**config.mk**
```make
export PLATFORM = sky130hd
export DESIGN_NAME = arith_golden
export DESIGN_NICKNAME = d
export VERILOG_FILES = /design/src/rtl/arith_result_checker_pkg.sv /design/src/rtl/arith_result_checker_golden.sv
export SDC_FILE = /design/constraint.sdc
export NUM_CORES = 1
export LEC_CHECK = 0
export ABC_AREA = 1
export CORE_MARGIN = 1
export CORE_UTILIZATION = 45
export DETAILED_ROUTE_END_ITERATION = 10
export GPL_ROUTABILITY_DRIVEN = 0
export GPL_TIMING_DRIVEN = 0
export PLACE_DENSITY = 0.76
export SETUP_SLACK_MARGIN = 0.4
export SLEW_MARGIN = 20
export SYNTH_ARGS = -nofsm -noshare
export SYNTH_HDL_FRONTEND = slang
export SYNTH_SLANG_ARGS = --single-unit
```
**constraint.sdc**
```tcl
create_clock -name vclk -period 5.3
set_clock_uncertainty 0.2 [all_clocks]
set_input_delay 0.53 -clock vclk [all_inputs]
set_output_delay 0.53 -clock vclk [all_outputs]
set_load 0.01 [all_outputs]
```
**src/rtl/arith_result_checker_pkg.sv**
```systemverilog
// Shared definitions for the arithmetic result checker: mismatch mask layout,
// FSM state encoding and the divide-by-zero convention used by every divider model.
package arith_result_checker_pkg;

  // Per-unit mismatch mask layout.
  localparam int MASK_W    = 6;
  localparam int MASK_CMP  = 0;  // lt/gt/eq comparators
  localparam int MASK_ADD  = 1;  // sum and carry
  localparam int MASK_SUB  = 2;  // diff and borrow
  localparam int MASK_MUL  = 3;  // product low and high halves
  localparam int MASK_QUOT = 4;  // divider quotient
  localparam int MASK_REM  = 5;  // divider remainder

  // Divide by zero: quotient is all ones, remainder is the dividend.
  localparam bit DIV0_QUOT_ALL_ONES = 1'b1;

  // Run-control FSM encoding.
  typedef enum logic [1:0] {
    ST_IDLE  = 2'd0,
    ST_RUN   = 2'd1,
    ST_DRAIN = 2'd2,
    ST_DONE  = 2'd3
  } state_t;

endpackage

```
**src/rtl/arith_result_checker_golden.sv**
```systemverilog
// Combinational golden model of all checked arithmetic units (unsigned, mod 2^WIDTH).
module arith_golden
  import arith_result_checker_pkg::*;
#(
  parameter int WIDTH = 4
) (
  input  logic [WIDTH-1:0] in1,
  input  logic [WIDTH-1:0] in2,
  output logic             lt,
  output logic             gt,
  output logic             eq,
  output logic [WIDTH-1:0] sum,
  output logic             carry,
  output logic [WIDTH-1:0] diff,
  output logic             borrow,
  output logic [WIDTH-1:0] prod_low,
  output logic [WIDTH-1:0] prod_high,
  output logic [WIDTH-1:0] quot,
  output logic [WIDTH-1:0] rem
);

  // Expected result of every unit for the operand pair.
  always_comb begin
    lt                    = in1 < in2;
    gt                    = in1 > in2;
    eq                    = in1 == in2;
    {carry, sum}          = {1'b0, in1} + {1'b0, in2};
    diff                  = in1 - in2;
    borrow                = in1 < in2;
    {prod_high, prod_low} = {{WIDTH{1'b0}}, in1} * {{WIDTH{1'b0}}, in2};
    if (in2 == '0) begin
      quot = DIV0_QUOT_ALL_ONES ? '1 : '0;
      rem  = in1;
    end else begin
      quot = in1 / in2;
      rem  = in1 % in2;
    end
  end

endmodule

```
Yosys cells after proc, flatten, opt, wreduce, memory -nomap -nowiden --
Index checks and enable logic that the tools add are counted.
Cells by class: add/sub/neg operators 2, $mul 1, shifts and indexed selects 0, bitwise gates (word level) 0, reductions and logical operators 1, magnitude comparators 2, equality and inequality tests 1, div/mod/pow operators 2, mux-type cells 2
Operators by type and width (count):
- 4-bit by 4-bit multiplier with 8-bit output | 1
- 4-bit 2-to-1 mux | 2
- 4-bit by 4-bit adder with 5-bit output | 1
- 4-bit by 4-bit divider with 4-bit output | 1
- 4-bit equality test | 1
- 4-bit greater-than comparator | 1
- 4-bit logical NOT | 1
- 4-bit < comparator | 1
- 4-bit by 4-bit modulo with 4-bit output | 1
- 4-bit subtractor | 1
Word-level totals: register bits 0, bits in writable memories 0, logic and storage cells 11, input port bits 8, memory bits (read-only) 0, bits in latches 0, output and inout bits 29, memories kept 0

Logic depth before layout (Yosys ltp) --
Gate-level depths: netlist of the first run.
depth after elaboration 2, mapped depth 31, mapped depth without buffers 31

Least setup slack after synthesis of the first run --
No wires, ideal clock.
path kind input -> output, from in in2[0], to out rem[1], path buffers 0, arrival 3901 ps, setup slack 669 ps, stages 29, cells stage by stage inv_1 -> ha_1 -> inv_1 -> nand2_1 -> nand3_2 -> a21boi_0 -> ha_1 -> nand2_1 -> nand3_1 -> nand2_1 -> nand2_1 -> nand2_1 -> inv_1 -> ha_1 -> nand2_1 -> nand2_1 -> nand2_2 -> nand2_2 -> nor2_4 -> nand2_1 -> and2_1 -> fa_1 -> inv_1 -> nor2_1 -> nor2_1 -> nand2_1 -> nor2_4 -> nand3_1 -> nand3_1
On the way: word-level cells in the longest chain between the ends 2, elaborated cells between the ends (all ways) 3
RTL lines:
- from (decl) | RTL line arith_result_checker_golden.sv:8 | input logic [WIDTH-1:0] in2,
- 4-bit by 4-bit modulo with 4-bit output / 4-bit logical NOT (equally long branches) | RTL line arith_result_checker_golden.sv:36, arith_result_checker_golden.sv:31
- 4-bit 2-to-1 mux * | RTL line arith_result_checker_golden.sv:31 | if (in2 == '0) begin
- to (decl) | RTL line arith_result_checker_golden.sv:19 | output logic [WIDTH-1:0] rem
Every way passes the cells marked *; elsewhere a longest branch is shown, timed or not.

Worst setup path after layout of the first run --
from in in1[3], to out rem[1]
On the way: word-level cells in the longest chain between the ends 2
RTL lines:
- from (decl) | RTL line arith_result_checker_golden.sv:7 | input logic [WIDTH-1:0] in1,
- 4-bit by 4-bit modulo with 4-bit output | RTL line arith_result_checker_golden.sv:36 | rem = in1 % in2;
- 4-bit 2-to-1 mux | RTL line arith_result_checker_golden.sv:31
Every way passes these cells.

==> results of run 1 <==
per-layer routing:
layer	vias up	wire [um]	GRT usage, %
met1	639	1629	29.94
met5	-	0	0
met4	0	37	0
li1	739	-	-
met3	4	111	0.6803
met2	29	1746	36.30
cells by family after synthesis:
group / count (synthesis)
xor+xnor: 11
simple gates: 90
fa+ha+maj: 40
buf+inv: 44
compound gates: 16
metrics by stage:
step | utilization, % | hold WS (ns)
2_1_floorplan | - | 1.006
3_3_place_gp | 62.94 | 2.054
3_5_place_dp | 62.94 | 2.030
4_1_cts | 66.92 | 1.401
5_1_grt | 72.00 | 1.270
6_report | 72.00 | 1.253
timing repair:
item | in CTS | in global routing
setup endpoints to repair | 5 | 5
resized for setup | 47 | 46
setup buffers | 5 | 9
pin swaps | 7 | 23
final timing paths:
check                 endpoint  slack [ns]    from  cells past startpoint
worst min-delay path    rem[3]        1.25  in1[3]                      4
worst max-delay path    rem[1]        0.48  in1[3]                     28
power groups by stage:
stage               sequential (uW)  clock (uW)  combinational, uW
detailed placement                0           0                311
floorplan                         0           0                186
CTS                               0           0                328
finish                            0           0                364
global route                      0           0                400
global placement                  0           0                310
placed cells by master (no fill, tap or decap), drive strengths merged, types with 2 or more instances in the layout:
cell and instances:
xnor2 3, inv 40, o21ai 2, and2 3, nor3 2, clkbuf 3, a21oi 7, buf 24
xor2 8, fa 7, nand2 55, clkdlybuf4s50 26, nor2 9, nand4 2, nand3 19, ha 33
layout make-up:
class                           count  area [sq um]
Timing Repair Buffer               51         455.4
Multi-Input combinational cell    157          1358
Fill cell                         230         792.0
Buffer                              3         20.02
Inverter                           41         165.2
Tap cell                           31         38.79
==> key figures, run 1 <==
Power
  – Pwr Total: approximately 360 uW
  – Internal: roughly 180 uW
  – Combinational Power Share: 100.0%
  – Clk network pwr share: 0%
  – Sequential Power Share: 0%
  – PD cells: ~180 nW/um^2
  – Peak supply drop: about 0.13 mV
  – Switching power total: between 150 and 200 uW
  – Static Leak: around 0.0011 uW
  – Net Sw Frac: around half

Synth
  – Yosys top cell area share: 30.11%
  – Main combinational cell family by area after synthesis: adder cells
  – Post-synthesis compound-gate area fraction: 7.573%
  – Synth cell count leaders: 52 x nand2_1, 39 x inv_1, 33 x ha_1
  – Synth Area in Simple Gates: ~32%
  – Synth Area in XOR/XNOR: 7.026%
  – Cell with the most instances after synthesis: nand2_1
  – Area leader, netlist: ha_1
  – Unique cell type count in the Yosys netlist: 30
  – Post-synthesis mux area share: 0%
  – Synth warn: 0
  – Synth Area in Adders: 40.33%
  – Avg Cell Area, Syn: about 6.8 sq um
  – Post-Syn Area: ~1400 sq um
  – Synthesized instance count: 201
  – Sequential-to-total area share from yosys stat: 0%
  – Post-synth net total: ~250
  – Synth top area cells: ha_1 30%, nand2_1 14%, inv_1 11%

Timing
  – Rel. slew slack: between 70 and 80%
  – Fin. max-slew vios: 0
  – Min Tclk post-route: approximately 4.8 ns
  – Peak Freq: 207.4 MHz
  – Worst Max-Slew Pin Slew: about 0.43 ns
  – Final Cycle Share: ~91%
  – Final setup fails: 0
  – Setup ws final: 0.4776 ns
  – Hold violation count in the final report: 0
  – Setup_tns: 0 ns
  – RSZ-0062 raised after global routing: false

Floorplanning
  – Rows: 19
  – Die area: between 3000 and 4000 sq um
  – Starting Density: 48.47%
  – DIE WIDTH: roughly 57 um
  – IO Count: 37
  – Die Ht: about 57 um
  – Core region area: approximately 2800 sq um

Clocking
  – # hold bufs at CTS: 0

Detailed routing
  – Total wire length: around 3500 um
  – Total iterations of the first detailed-routing run: 9
  – Initial DRC count: 38
  – ANT nets after route: 0
  – Average wire per standard cell: roughly 12 um
  – Vias: 1,411
  – Number of remaining DRC errors: 4
  – Number of vias per cell: 4.986

Worst hold path
  – Min-Delay Path Class: input pin to output port

Worst setup path
  – Crit path arrival time: 4.09 ns
  – Slowest stage delay, CP: 0.36 ns
  – Crit Path Max Fanout: 8
  – Most used cell, CP: nand2_2
  – Startpoint type of the worst setup path: input pin
  – Worst EP required: 4.57 ns
  – CP top delay family: simple AND/OR/NAND/NOR gates
  – CP Buf/Inv Count: 5
  – CP Class: input pin to output port
  – Crit path max-delay cell type: ha_1
  – Critical Path Sink Type: output port

Flow run
  – Max cap viols: 0

Global route
  – Initial antenna violation count: 0
  – Maximum number of pins on one net before global-route repair: 9
  – First-pass GRT wire length: about 5600 um
  – GR Util All Layers: about a fifth
  – Number of global-route vias before repair: 1,256
  – Grt total ovfl: 0

Placed design
  – Post-Place Cell Area: approximately 1800 sq um
  – Port bufs: 37
  – Inst Count DP: approximately 270
  – DP Wirelength: 2524 um
  – Setup WS pre-CTS: -0.9186 ns

Status
  – Failing checks: DRC
  – Status: finished, violations left

Final layout
  – # clk buffers: 0
  – Antenna diodes: 0
  – Post-route cell area: just over 2000 sq um
  – Final Non-Filler Cells: ~280
  – P&R area growth vs syn: 48.54%
  – Seq cells: 0
  – Register Area: 0 sq um
  – Layout cells sized above 1: between 30% and 40%
  – Layout net count: 302
(Power assumes the default switching activity.)
==> run 2, diff against run 1 <==
Settings changed: GPL_ROUTABILITY_DRIVEN 0 to unset.
==> results of run 2 <==
Same layout as run 1: the final DEF is identical, and so are final timing and power.
==> run 3, diff against run 2 <==
Settings changed: CORE_MARGIN 1 to 4, DONT_BUFFER_PORTS set to 1, PLACE_DENSITY 0.76 to 0.61.
==> key figures, run 3 (synthesis gave the netlist of run 1 again) <==
Final layout
  – Fill count: roughly 280
  – Area of the multi-input gates: about 1300 sq um
  – # clk buffers: 0
  – Antenna diodes: 0
  – Register Area: 0 sq um
  – Layout net count: between 200 and 300
  – Seq cells: 0
  – Most common cell after layout, fill and taps aside: nand2_1
  – P&R area growth vs syn: 17.61%
  – Layout cells sized above 1: a little over a quarter
  – Most frequent cells in the layout: 43 x nand2_1, 34 x inv_1, 28 x ha_1

Timing
  – Final setup fails: 0
  – Fin. max-slew vios: 0
  – Setup_tns: 0 ns
  – Peak Freq: about 210 MHz
  – Rel. slew slack: between 60 and 70%
  – Min Tclk post-route: 4.781 ns
  – RSZ-0062 raised after global routing: false
  – Setup ws final: about 0.52 ns
  – Worst Max-Slew Pin Slew: ~0.59 ns
  – Hold violation count in the final report: 0
  – Final Cycle Share: 90.20%

Placed design
  – DP Wirelength: approximately 2700 um
  – Setup WS pre-CTS: around 0.21 ns
  – Port bufs: 0
  – GP Congestion: between 0.7 and 0.8

Global route
  – Grt total ovfl: 0
  – Initial antenna violation count: 0
  – GR Util All Layers: between 10% and 20%
  – Number of global-route vias before repair: approximately 1,200
  – Maximum number of pins on one net before global-route repair: 10
  – First-pass GRT wire length: about 5500 um

Power
  – Peak supply drop: ~0.12 mV
  – Static Leak: between 0.0009 and 0.001 uW
  – PD cells: between 150 and 200 nW/um^2
  – Pwr Total: 273.9 uW

Floorplanning
  – IO Count: 37
  – Starting Density: about 48%
  – Die Ht: around 63 um
  – Rows: 19
  – DIE WIDTH: around 63 um
  – Die area: about 4000 sq um
  – Core region area: between 2000 and 3000 sq um

Detailed routing
  – Average wire per standard cell: around 15 um
  – Number of remaining DRC errors: 0
  – Total iterations of the first detailed-routing run: 4
  – Number of vias per cell: about 5.3
  – Initial DRC count: 28
  – Total wire length: ~3600 um
  – ANT nets after route: 0
  – Vias: about 1,300

Worst hold path
  – Hold_sp: in1[1]
  – Min-Delay Path Class: input pin to output port

Worst setup path
  – Crit path arrival time: just over 4 ns
  – Worst EP required: between 4 and 5 ns
  – Slowest stage delay, CP: a little under 0.3 ns
  – Crit Path Max Fanout: 7
  – Worst Setup SP: in2[0]
  – CP top delay family: simple AND/OR/NAND/NOR gates
  – CP Class: input pin to output port
  – Critical Path Sink Type: output port
  – Startpoint type of the worst setup path: input pin
  – Crit path max-delay cell type: ha_4
  – CP Buf/Inv Count: 3

Status
  – Status: finished clean

Flow run
  – Max cap viols: 0

Clocking
  – # hold bufs at CTS: 0
run 3: area by class of cell:
| type | instances | share of cell area (%) |
|---|---|---|
| multi-input cells | 157 | 82.00 |
| inverters | 41 | 10.16 |
| repair buffers | 9 | 4.189 |
| well taps | 31 | 2.405 |
| plain buffers | 3 | 1.241 |
run 3: report_power, final:
part | switching [uW] | leakage, uW | internal [uW] | total, uW
clock network | 0 | 0 | 0 | 0
registers | 0 | 0 | 0 | 0
logic | 162 | 0.000935 | 112 | 274
run 3: metal layers:
| metal | track usage, % | share of wire, % | wire length [um] |
|---|---|---|---|
| met5 | 0 | 0 | 0 |
| met4 | 0 | 1.3 | 46 |
| met3 | 1.421 | 5.1 | 183 |
| met2 | 31.09 | 51 | 1817 |
| met1 | 20.52 | 43 | 1519 |
run 3: timing repair:
item,4_1_cts,5_1_grt
pin swaps,3,7
endpoints found under the setup margin,5,5
setup buffers,2,7
cloned,0,0
resized for setup,11,20
run 3: metrics by stage:
stage | instance area (sq um) | std cells | hold slack (ns) | utilization [%]
after floorplan | 1371 | 201 | 1.006 | -
after global placement | 1410 | 232 | 1.020 | 49.85
after detailed placement | 1410 | 232 | 1.027 | 49.85
after CTS | 1473 | 234 | 1.001 | 52.06
after global routing | 1613 | 241 | 1.018 | 57.01
final | 1613 | 241 | 1.006 | 57.01
run 3: worst paths after layout:
check,to,cells after the start
setup / recovery,rem[1],29
hold / removal,rem[1],2
